`config.mk`:
```
export PLATFORM = sky130hd
export DESIGN_NAME = mux4x1_rr_collector
export DESIGN_NICKNAME = d
export VERILOG_FILES = /design/src/rtl/mux4x1_rr_collector.sv
export SDC_FILE = /design/constraint.sdc
export NUM_CORES = 1
export LEC_CHECK = 0
export BUFFER_PORTS_ARGS = -buffer_cell sky130_fd_sc_hd__clkbuf_2
export CAP_MARGIN = 20
export CORE_AREA = 2 2 50 48
export CTS_BUF_LIST = sky130_fd_sc_hd__clkbuf_16
export DETAILED_ROUTE_END_ITERATION = 12
export DIE_AREA = 0 0 52 50
export GPL_TIMING_DRIVEN = 1
export PLACE_DENSITY_LB_ADDON = 0.12
export SYNTH_ARGS = -nofsm -noshare
export SYNTH_HDL_FRONTEND = slang
export SYNTH_SLANG_ARGS = --single-unit
```
`constraint.sdc`:
```
create_clock -name clk -period 5.8 [get_ports clk]
set_input_delay 0.58 -clock clk [delete_from_list [all_inputs] [get_ports clk]]
set_output_delay 0.58 -clock clk [all_outputs]
set_load 0.005 [all_outputs]
```
`src/rtl/mux4x1_rr_collector.sv`:
```
// Four-source round-robin collector: merges four valid/ready sources into a single
// registered output word tagged with its source index, plus a wrapping accept counter.
module mux4x1_rr_collector #(
  parameter int BIT     = 3,
  parameter int SEL_BIT = 2   // four sources, so this must stay 2
) (
  input  logic               clk,
  input  logic               rst_n,
  input  logic               en,
  input  logic [BIT-1:0]     i0,
  input  logic [BIT-1:0]     i1,
  input  logic [BIT-1:0]     i2,
  input  logic [BIT-1:0]     i3,
  input  logic [3:0]         v,
  output logic [3:0]         rdy,
  output logic [BIT-1:0]     d,
  output logic [SEL_BIT-1:0] sel,
  output logic               d_valid,
  input  logic               d_ready,
  output logic [7:0]         cnt
);

  typedef enum logic {EMPTY = 1'b0, FULL = 1'b1} state_t;

  state_t             r_state;
  state_t             w_state_next;
  logic [BIT-1:0]     r_d;
  logic [SEL_BIT-1:0] r_sel;
  logic [SEL_BIT-1:0] r_ptr;
  logic [7:0]         r_cnt;

  logic [BIT-1:0]     w_in [4];
  logic [3:0]         w_v_rot;
  logic               w_found;
  logic [SEL_BIT-1:0] w_off;
  logic [SEL_BIT-1:0] w_g;
  logic               w_load_en;
  logic               w_accept;

  assign w_in[0] = i0;
  assign w_in[1] = i1;
  assign w_in[2] = i2;
  assign w_in[3] = i3;

  // Rotate valids so bit 0 is the current round-robin head; the index wraps in SEL_BIT bits.
  genvar gi;
  for (gi = 0; gi < 4; gi++) begin : g_rot
    assign w_v_rot[gi] = v[r_ptr + SEL_BIT'(gi)];
  end

  always_comb begin
    w_found = 1'b0;
    w_off   = '0;
    for (int j = 3; j >= 0; j--) begin
      if (w_v_rot[j]) begin
        w_found = 1'b1;
        w_off   = SEL_BIT'(j);
      end
    end
  end

  assign w_g       = r_ptr + w_off;
  assign w_load_en = en & ((r_state == EMPTY) | d_ready);
  // rst_n gating keeps every ready low while reset is asserted.
  assign w_accept  = rst_n & w_load_en & w_found;

  for (gi = 0; gi < 4; gi++) begin : g_rdy
    assign rdy[gi] = w_accept & (w_g == SEL_BIT'(gi));
  end

  always_comb begin
    w_state_next = r_state;
    if (w_accept)
      w_state_next = FULL;
    else if ((r_state == FULL) && d_ready)
      w_state_next = EMPTY;
  end

  always_ff @(posedge clk or negedge rst_n) begin
    if (!rst_n) begin
      r_state <= EMPTY;
    end else begin
      r_state <= w_state_next;
    end
  end

  always_ff @(posedge clk or negedge rst_n) begin
    if (!rst_n) begin
      r_d   <= '0;
      r_sel <= '0;
      r_ptr <= '0;
      r_cnt <= '0;
    end else if (w_accept) begin
      r_d   <= w_in[w_g];
      r_sel <= w_g;
      r_ptr <= w_g + 1'b1;
      r_cnt <= r_cnt + 8'd1;
    end
  end

  assign d       = r_d;
  assign sel     = r_sel;
  assign d_valid = (r_state == FULL);
  assign cnt     = r_cnt;

endmodule

```
==> results.toml, run 1 <==
[run_status]
status = "completed"

[worst_setup_path]
cp_common_cell = "a21oi_1"
max_stage_delay_ps = 550
r2r_slack_ps = 3360
cp.required_ps = 5220
end_kind = "output port"
worstPathArrival_ps = 2600
crit_start = "r_ptr[1]"
crit_fanout = 12
critPathKind = "flop to output port"
r2r_cells = 10
cp_cell_sequence = "nand2_1 > a21oi_1 > nor2_1 > a211oi_1 > a21oi_1 > ha_1 > xnor2_1 > a31oi_2 > or4b_4 > inv_1 > clkbuf_2"
cp_num_buf_inv = 2
cp_slowest_cell = "dfrtp_1"
start_kind = "flop"
critPathTopFamily = "simple AND/OR/NAND/NOR gates"
r2r-start = "r_ptr[1]"
r2r-end = "d[1]"

[finish]
final_nets = 163
insertedDiodeCount = 0
final_common_cell = "clkbuf_2"
fin_area_um2 = 1280
drive_gt1_frac = 0.379
fillerInstances = 178
final_cell_mix = "clkbuf_2 (37), dfrtp_1 (16), nand2_1 (15), xnor2_1 (7), nor2_1 (5)"
syn_to_final_growth_pct = 25.0

[timing]
drv_slew = 0
fin_crit_ps = 3180
fmax_ghz = 0.314
slew-limit-headroom = 0.709
worst_pin_slew_ps = 435
hold_violations = 0
period_share = 0.549
rsz0062_at_grt = "no"
finalClockSkew_ps = 2.42
fin_setup_tns_ps = 0
setup_violations = 0

[logic_synthesis]
syn_inst = 104
synthMuxAreaShare = 0.0625
yosysTopAreaCell = "dfrtp_1"
synth-compound-area-share = 0.116
synth_nets = 126
syn_avg_cell_area_um2 = 9.82
synth_top_family_by_area = "simple AND/OR/NAND/NOR gates"
synthAdderAreaFrac = 0.0245
yosys_warnings = 0
synth-simple-area-share = 0.283
synth_seq_cells = 16
synth_area_um2 = 1020
yosysSeqAreaShare = 0.392
synth_cell_types = 38
synth_area_leaders = "dfrtp_1 (39%), xnor2_1 (6.0%), nand2_1 (5.5%), buf_6 (3.3%), mux2_2 (3.3%)"
synthXorXnorAreaFrac = 0.0686
synth_top_area_frac = 0.392

[cts]
cts_tree = "done"
path_clk_slew_ps = 50
cts_setup_buffers = 0
htree_num_levels = 1
clock-root-buffer = "clkbuf_16"
cts_made_buffers = 3
ctsResizeCount = 0
cts.sinks = 16
ctsHoldBuffers = 0
clockBufferDepth = 2
clk_latency_ps = 240

[pwr]
clockPowerShare = 0.221
p_sw_uw = 222
combPwrFrac = 0.446
swShare = 0.371
p_int_uw = 376
peakVddDrop_mv = 0.335
share_seq_of_total_power = 0.332
power_density_nw_per_um2 = 468
leakagePower_nw = 0.627

[flow_run]
cap_violations = 0

[routing]
drt_iter0_drc = 23
via_count = 878
drt_first_pass_iters = 3
wl_per_cell_um = 12.7
drc = 0
antenna_left = 0
wl_um = 2130
viasPerCell = 5.26

[worst_hold_path]
hold_class = "input pin to asynchronous set/reset pin"

[die]
num_rows = 16
die-height_um = 50
dieArea_um2 = 2600
die_x_um = 52
coreArea_um2 = 2060
io_pins = 38
start_util = 0.495

[place]
io_buffers = 37
dpl-instance-area_um2 = 1200
dp_hpwl_um = 1640
gp_congestion = 0.805

[global_route]
grt_antenna_before_repair = 0
grt.total_usage = 0.197
grt_max_degree = 19
grt_pass1_vias = 879
grt_pass1_wl_um = 3880
grt_overflow = 0
## area by class of cell
cell class / instances / area, um^2 / share of cell area
clock inverter: 1 / 3.75 / 0.00294
tap: 27 / 33.8 / 0.0265
clock buffer: 3 / 75.1 / 0.0588
timing repair buffer: 37 / 185 / 0.145
inverter: 3 / 11.3 / 0.00882
sequential: 16 / 400 / 0.314
multi-input combinational: 80 / 567 / 0.444
## worst reg2reg max path, cell delays in order, from the launching register on
cell      delay (ps)
dfrtp_1          550
nand2_1           90
a21oi_1          160
nor2_1            50
a211oi_1         200
a21oi_1           80
ha_1             210
xnor2_1          210
nand4_1          220
nor2b_2          270
o311ai_1         300
## per-layer routing
metal | vias to the layer above | global-route usage | routed length (um)
met5 | - | 0 | 0
met4 | 0 | 0.0263 | 0
met3 | 0 | 0.0576 | 132
met2 | 30 | 0.323 | 983
met1 | 404 | 0.261 | 1010
li1 | 444 | - | -
## cell usage after synthesis (all sizes together)
library cell / instances
dfrtp: 16
nand2: 16
xnor2: 7
buf: 5
nand4: 5
nor2: 5
o21ai: 5
a21oi: 4
inv: 3
mux2: 3
mux2i: 3
nand4b: 3
nor2b: 3
nor3: 3
nor3b: 3
o311ai: 3
and3b: 2
ha: 2
a211oi: 1
a31oi: 1
and2b: 1
and3: 1
and4: 1
nand2b: 1
nand3: 1
o211ai: 1
o21a: 1
or2b: 1
or4: 1
or4b: 1
xor2: 1
## per-stage QoR
step	hold WS, ps	instances	total power, mW	setup WS [ps]	util
2_1_floorplan	284	104	0.388	2980	-
3_3_place_gp	461	163	0.459	2740	0.581
3_5_place_dp	471	163	0.467	2650	0.581
4_1_cts	277	167	0.602	2610	0.619
5_1_grt	305	167	0.647	2340	0.619
6_report	264	167	0.598	2620	0.619
## logic make-up after synthesis
kind of cell	after synthesis
muxes	6
DFF	16
AOI/OAI and AO/OA	16
and+or+nand+nor	48
buffers and inverters	8
adders and majority gates	2
xor gates and xnor gates	8
## worst max-delay path by stage
stage,to,cells past startpoint
2_1_floorplan,rdy[2],10
3_3_place_gp,rdy[2],12
3_5_place_dp,rdy[0],12
4_1_cts,rdy[0],11
5_1_grt,rdy[0],11
6_report,rdy[2],11
## registers in the layout (all words and copies together), names as in the netlist
register	count
d_valid	1
sel	2
cnt	8
d	3
r_ptr	2
## power groups by stage
stage	Clock [mW]	Combinational [mW]	Sequential (mW)
2_1_floorplan	0	0.199	0.189
6_report	0.132	0.267	0.199
3_5_place_dp	0	0.269	0.198
5_1_grt	0.140	0.300	0.206
4_1_cts	0.135	0.271	0.197
3_3_place_gp	0	0.261	0.198
No activity file was read; power rests on OpenSTA's default activity.
==> run 2, diff against run 1 <==
Settings changed: ABC_AREA from default to 1, CORE_AREA 2 2 50 48 to 2 2 54 51, DIE_AREA 0 0 52 50 to 0 0 56 53.
Clock period 5.8 ns to 3.3 ns, I/O delays scaled along.
==> results.toml, run 2 <==
[run_status]
status = "completed"

[worst_setup_path]
max_stage_delay_ps = 570
end_kind = "output port"
r2r_slack_ps = 1050
cp_slowest_cell = "dfrtp_1"
critPathTopFamily = "simple AND/OR/NAND/NOR gates"
cp_cell_sequence = "inv_6 > nand2_1 > nand2_2 > nand2_1 > nand2_2 > a21oi_1 > nor2_1 > ha_1 > inv_1 > nor2_1 > nand2_1 > inv_1 > clkbuf_2"
crit_fanout = 10
cp_common_cell = "nand2_1"
start_kind = "flop"
worstPathArrival_ps = 2480
critPathKind = "flop to output port"
cp.required_ps = 2970
r2r_cells = 12
r2r-start = "r_ptr[0]"
cp_num_buf_inv = 4
r2r-end = "d[1]"

[cts]
cts_tree = "done"
ctsResizeCount = 0
clock-root-buffer = "clkbuf_16"
clk_latency_ps = 240
htree_num_levels = 1
cts.sinks = 16
ctsHoldBuffers = 0
cts_setup_buffers = 0
clockBufferDepth = 2
cts_made_buffers = 3
path_clk_slew_ps = 50

[routing]
drt_iter0_drc = 25
drc = 0
antenna_left = 0
viasPerCell = 4.84
drt_first_pass_iters = 4
wl_per_cell_um = 10.9
wl_um = 2380
via_count = 1059

[logic_synthesis]
yosysTopAreaCell = "dfrtp_1"
synth_area_um2 = 1140
syn_inst = 155
synth_area_leaders = "dfrtp_1 (35%), nand2_1 (20%), nand3_1 (6.6%), mux2i_1 (5.3%), nand2_2 (4.9%)"
synth.most_common_cell = "nand2_1"
yosysSeqAreaShare = 0.351
syn_avg_cell_area_um2 = 7.36
synth-edff-count = 0
yosys_warnings = 0
synth_seq_cells = 16
yosys-top-cells-count = "nand2_1 (60), dfrtp_1 (16), nand3_1 (15)"
synth_async_sr_flop_share = 1.00
synth_cell_types = 23
synthFlopType = "dfrtp_1"
synth_nets = 177
synth_top_area_frac = 0.351

[global_route]
grt_pass1_wl_um = 4370
grt_overflow = 0
grt.total_usage = 0.187
grt_pass1_vias = 1091
grt_max_degree = 21
grt_antenna_before_repair = 0

[pwr]
power_density_nw_per_um2 = 1000
leakagePower_nw = 0.853
peakVddDrop_mv = 0.611

[worst_hold_path]
hold_class = "input pin to asynchronous set/reset pin"

[timing]
timing.hold.ws_ps = 13.6
period_share = 0.851
finalClockSkew_ps = 4.34
fin_setup_tns_ps = 0
worst_pin_slew_ps = 423
hold_violations = 0
setup_violations = 0
fin_crit_ps = 2810
rsz0062_at_grt = "no"
fmax_ghz = 0.356
drv_slew = 0
slew-limit-headroom = 0.718

[finish]
syn_to_final_growth_pct = 21.6
insertedDiodeCount = 0
drive_gt1_frac = 0.298
final_nets = 214
final_common_cell = "nand2_1"
final_cell_mix = "nand2_1 (60), clkbuf_2 (37), dfrtp_1 (16), nand3_1 (15), inv_1 (14)"
largest_reg_flops = 8

[place]
dp_hpwl_um = 1880
io_buffers = 37
gp_congestion = 0.799

[die]
dieArea_um2 = 2970
die-height_um = 53
num_rows = 17
io_pins = 38
die_x_um = 56
start_util = 0.479
coreArea_um2 = 2380

[flow_run]
cap_violations = 0
==> run 2: cell types whose count changed in the layout (fill, tap and decap cells not counted), sizes merged, moves of 4 or more <==
cell	previous run	this run
nand3	1	16
nor2	5	9
nand2	16	69
inv	3	16
xor2	1	5
xnor2	7	3
==> run 2: worst max path at each step <==
| stage | start | to | cells after the start |
|---|---|---|---|
| after floorplan | r_ptr[0] | rdy[1] | 13 |
| after global placement | r_ptr[0] | rdy[1] | 13 |
| after detailed placement | r_ptr[0] | rdy[1] | 13 |
| after CTS | r_ptr[0] | rdy[1] | 13 |
| after global routing | r_ptr[0] | rdy[1] | 13 |
| final | r_ptr[0] | rdy[1] | 13 |
==> run 2: logic make-up (layout without fill, tap and decap cells) <==
kind of cell / after synthesis / count (layout) / share of synthesized area
AND/OR/NAND/NOR: 97 / 97 / 0.384
buffers and inverters: 21 / 57 / 0.103
flip-flops: 16 / 16 / 0.351
XOR/XNOR: 8 / 8 / 0.0614
multiplexers: 6 / 6 / 0.0526
AO/OA/AOI/OAI: 5 / 5 / 0.0263
adder cells (fa/ha/maj): 2 / 2 / 0.0219
==> run 2: routing by layer <==
metal,global-route usage,share of wire
met4,0.0437,0.0042
met1,0.230,0.46
met3,0.0489,0.061
met2,0.331,0.47
met5,0,0
==> run 2: metrics by stage <==
stage | cells | area [um^2] | setup slack (ps) | power (mW) | util
after floorplan | 155 | 1140 | 1020 | 0.988 | -
after global placement | 215 | 1310 | 840 | 1.13 | 0.549
after detailed placement | 215 | 1310 | 777 | 1.16 | 0.549
after CTS | 219 | 1390 | 501 | 1.40 | 0.582
after global routing | 219 | 1390 | 271 | 1.54 | 0.582
final | 219 | 1390 | 493 | 1.39 | 0.582
==> run 2: power by group <==
part / switching (mW) / internal, mW
logic: 0.485 / 0.314
clock network: 0.0721 / 0.160
registers: 0.0874 / 0.269
total: 0.644 / 0.744
==> run 2: final cells by class <==
type / count / area [um^2]
Fill cell: 222 / 995
Multi-Input combinational cell: 118 / 623
Sequential cell: 16 / 400
Timing Repair Buffer: 37 / 185
Clock buffer: 3 / 75.1
Inverter: 16 / 65.1
Tap cell: 28 / 35.0
Clock inverter: 1 / 3.75
==> run 3, diff against run 2 <==
Settings changed: BUFFER_PORTS_ARGS -buffer_cell sky130_fd_sc_hd__clkbuf_2 to default, CORE_AREA 2 2 54 51 to 2 2 49 47, DIE_AREA 0 0 56 53 to 0 0 51 49, DONT_BUFFER_PORTS from default to 1.
==> results.toml, run 3 (synthesis gave the netlist of run 2 again) <==
[global_route]
grt_pass1_vias = 931
grt_antenna_before_repair = 0
grt_overflow = 0
grt_pass1_wl_um = 3840
grt_max_degree = 21
grt.total_usage = 0.196

[cts]
clock-root-buffer = "clkbuf_16"
cts_setup_buffers = 0
ctsHoldBuffers = 1
cts_tree = "done"
clockBufferDepth = 2
cts_made_buffers = 3
clk_latency_ps = 240
htree_num_levels = 1
ctsResizeCount = 0
cts.sinks = 16
path_clk_slew_ps = 50

[worst_setup_path]
r2r-end = "d[0]"
start_kind = "flop"
cp_common_cell = "nand2_1"
end_kind = "output port"
crit_fanout = 10
cp_cell_sequence = "inv_6 > nand2_2 > nand2_1 > nand2_1 > nand2_1 > a21oi_1 > nor2_1 > ha_1 > inv_1 > nor2_1 > nand2_1 > inv_1"
r2r_cells = 12
r2r_slack_ps = 1040
r2r-start = "r_ptr[0]"
worstPathArrival_ps = 2390
critPathKind = "flop to output port"
cp_slowest_cell = "dfrtp_1"
cp.required_ps = 2970
max_stage_delay_ps = 560

[routing]
wl_um = 2250
drt_iter0_drc = 8
via_count = 960
antenna_left = 0
drt_first_pass_iters = 4
wl_per_cell_um = 12.4
drc = 0
viasPerCell = 5.27

[finish]
final_cell_mix = "nand2_1 (60), dfrtp_1 (16), nand3_1 (15), inv_1 (14), nand2_2 (9)"
drive_gt1_frac = 0.129
final_common_cell = "nand2_1"
fin_area_um2 = 1210
fillerInstances = 191
insertedDiodeCount = 0
final_nets = 178
largest_reg_flops = 8
syn_to_final_growth_pct = 6.14
final_cells = 182
final_core_util = 0.599

[worst_hold_path]
min_path_cells = 1
hold_class = "input pin to flop"
hold_end = "d_valid"
hp-start = "d_ready"

[die]
die_x_um = 51
io_pins = 38
coreArea_um2 = 2020
dieArea_um2 = 2500
start_util = 0.564
die-height_um = 49
num_rows = 16

[timing]
layout_setup_ws_ps = 582
slew-limit-headroom = 0.536
hold_violations = 0
fin_crit_ps = 2720
worst_pin_slew_ps = 693
setup_violations = 0
period_share = 0.824
fmax_ghz = 0.368
rsz0062_at_grt = "no"
drv_slew = 0
finalClockSkew_ps = 1.63
timing.hold.ws_ps = 199
fin_setup_tns_ps = 0

[pwr]
swShare = 0.472
combPwrFrac = 0.541
peakVddDrop_mv = 0.557
clockPowerShare = 0.176
share_seq_of_total_power = 0.284
power_density_nw_per_um2 = 1080
fin_total_pwr_mw = 1.31
p_int_uw = 691
p_sw_uw = 617
leakagePower_nw = 0.698

[flow_run]
cap_violations = 0

[place]
dp_hpwl_um = 1740
gp_congestion = 0.997
dp_cells = 177
io_buffers = 0
pre_cts_ws_ps = 853
dpl-instance-area_um2 = 1120

[run_status]
status = "completed"
run 3: changes by cell type in the layout (fill, tap and decap cells not counted), sizes merged:
cell         previous run  this run
dlygate4sd3             0         1
clkbuf                 40         3
run 3: critical path: cells and delay by family (launching register included):
family,cells,cell delay (ps)
and+or+nand+nor,7,610
DFF,1,560
adders and majority gates,1,510
buffers and inverters,3,310
AOI/OAI and AO/OA,1,150
run 3: worst max path at each step:
stage	slack [ps]	from	endpoint
after global placement	920	r_ptr[0]	rdy[1]
after CTS	590	r_ptr[0]	rdy[1]
final	580	r_ptr[0]	rdy[1]
after global routing	330	r_ptr[0]	rdy[1]
after floorplan	1020	r_ptr[0]	rdy[1]
after detailed placement	850	r_ptr[0]	rdy[1]
run 3: power by group through the flow:
stage	registers [mW]	clock network [mW]	logic, mW
finish	0.371	0.229	0.707
global route	0.383	0.243	0.806
CTS	0.372	0.235	0.712
detailed placement	0.371	0	0.705
global placement	0.371	0	0.686
floorplan	0.330	0	0.658
run 3: cell type report:
cell class,count,area (um^2),share of cell area
Clock buffer,3,75.1,0.0620
Sequential cell,16,400,0.331
Multi-Input combinational cell,118,623,0.514
Clock inverter,1,3.75,0.00310
Inverter,16,65.1,0.0537
Timing Repair Buffer,1,10.0,0.00826
Tap cell,27,33.8,0.0279
run 3: routing by layer:
layer  routed length (um)  GRT usage
met5                    0          0
met2                 1100      0.335
met1                 1020      0.246
met4                    8     0.0135
met3                  124     0.0706
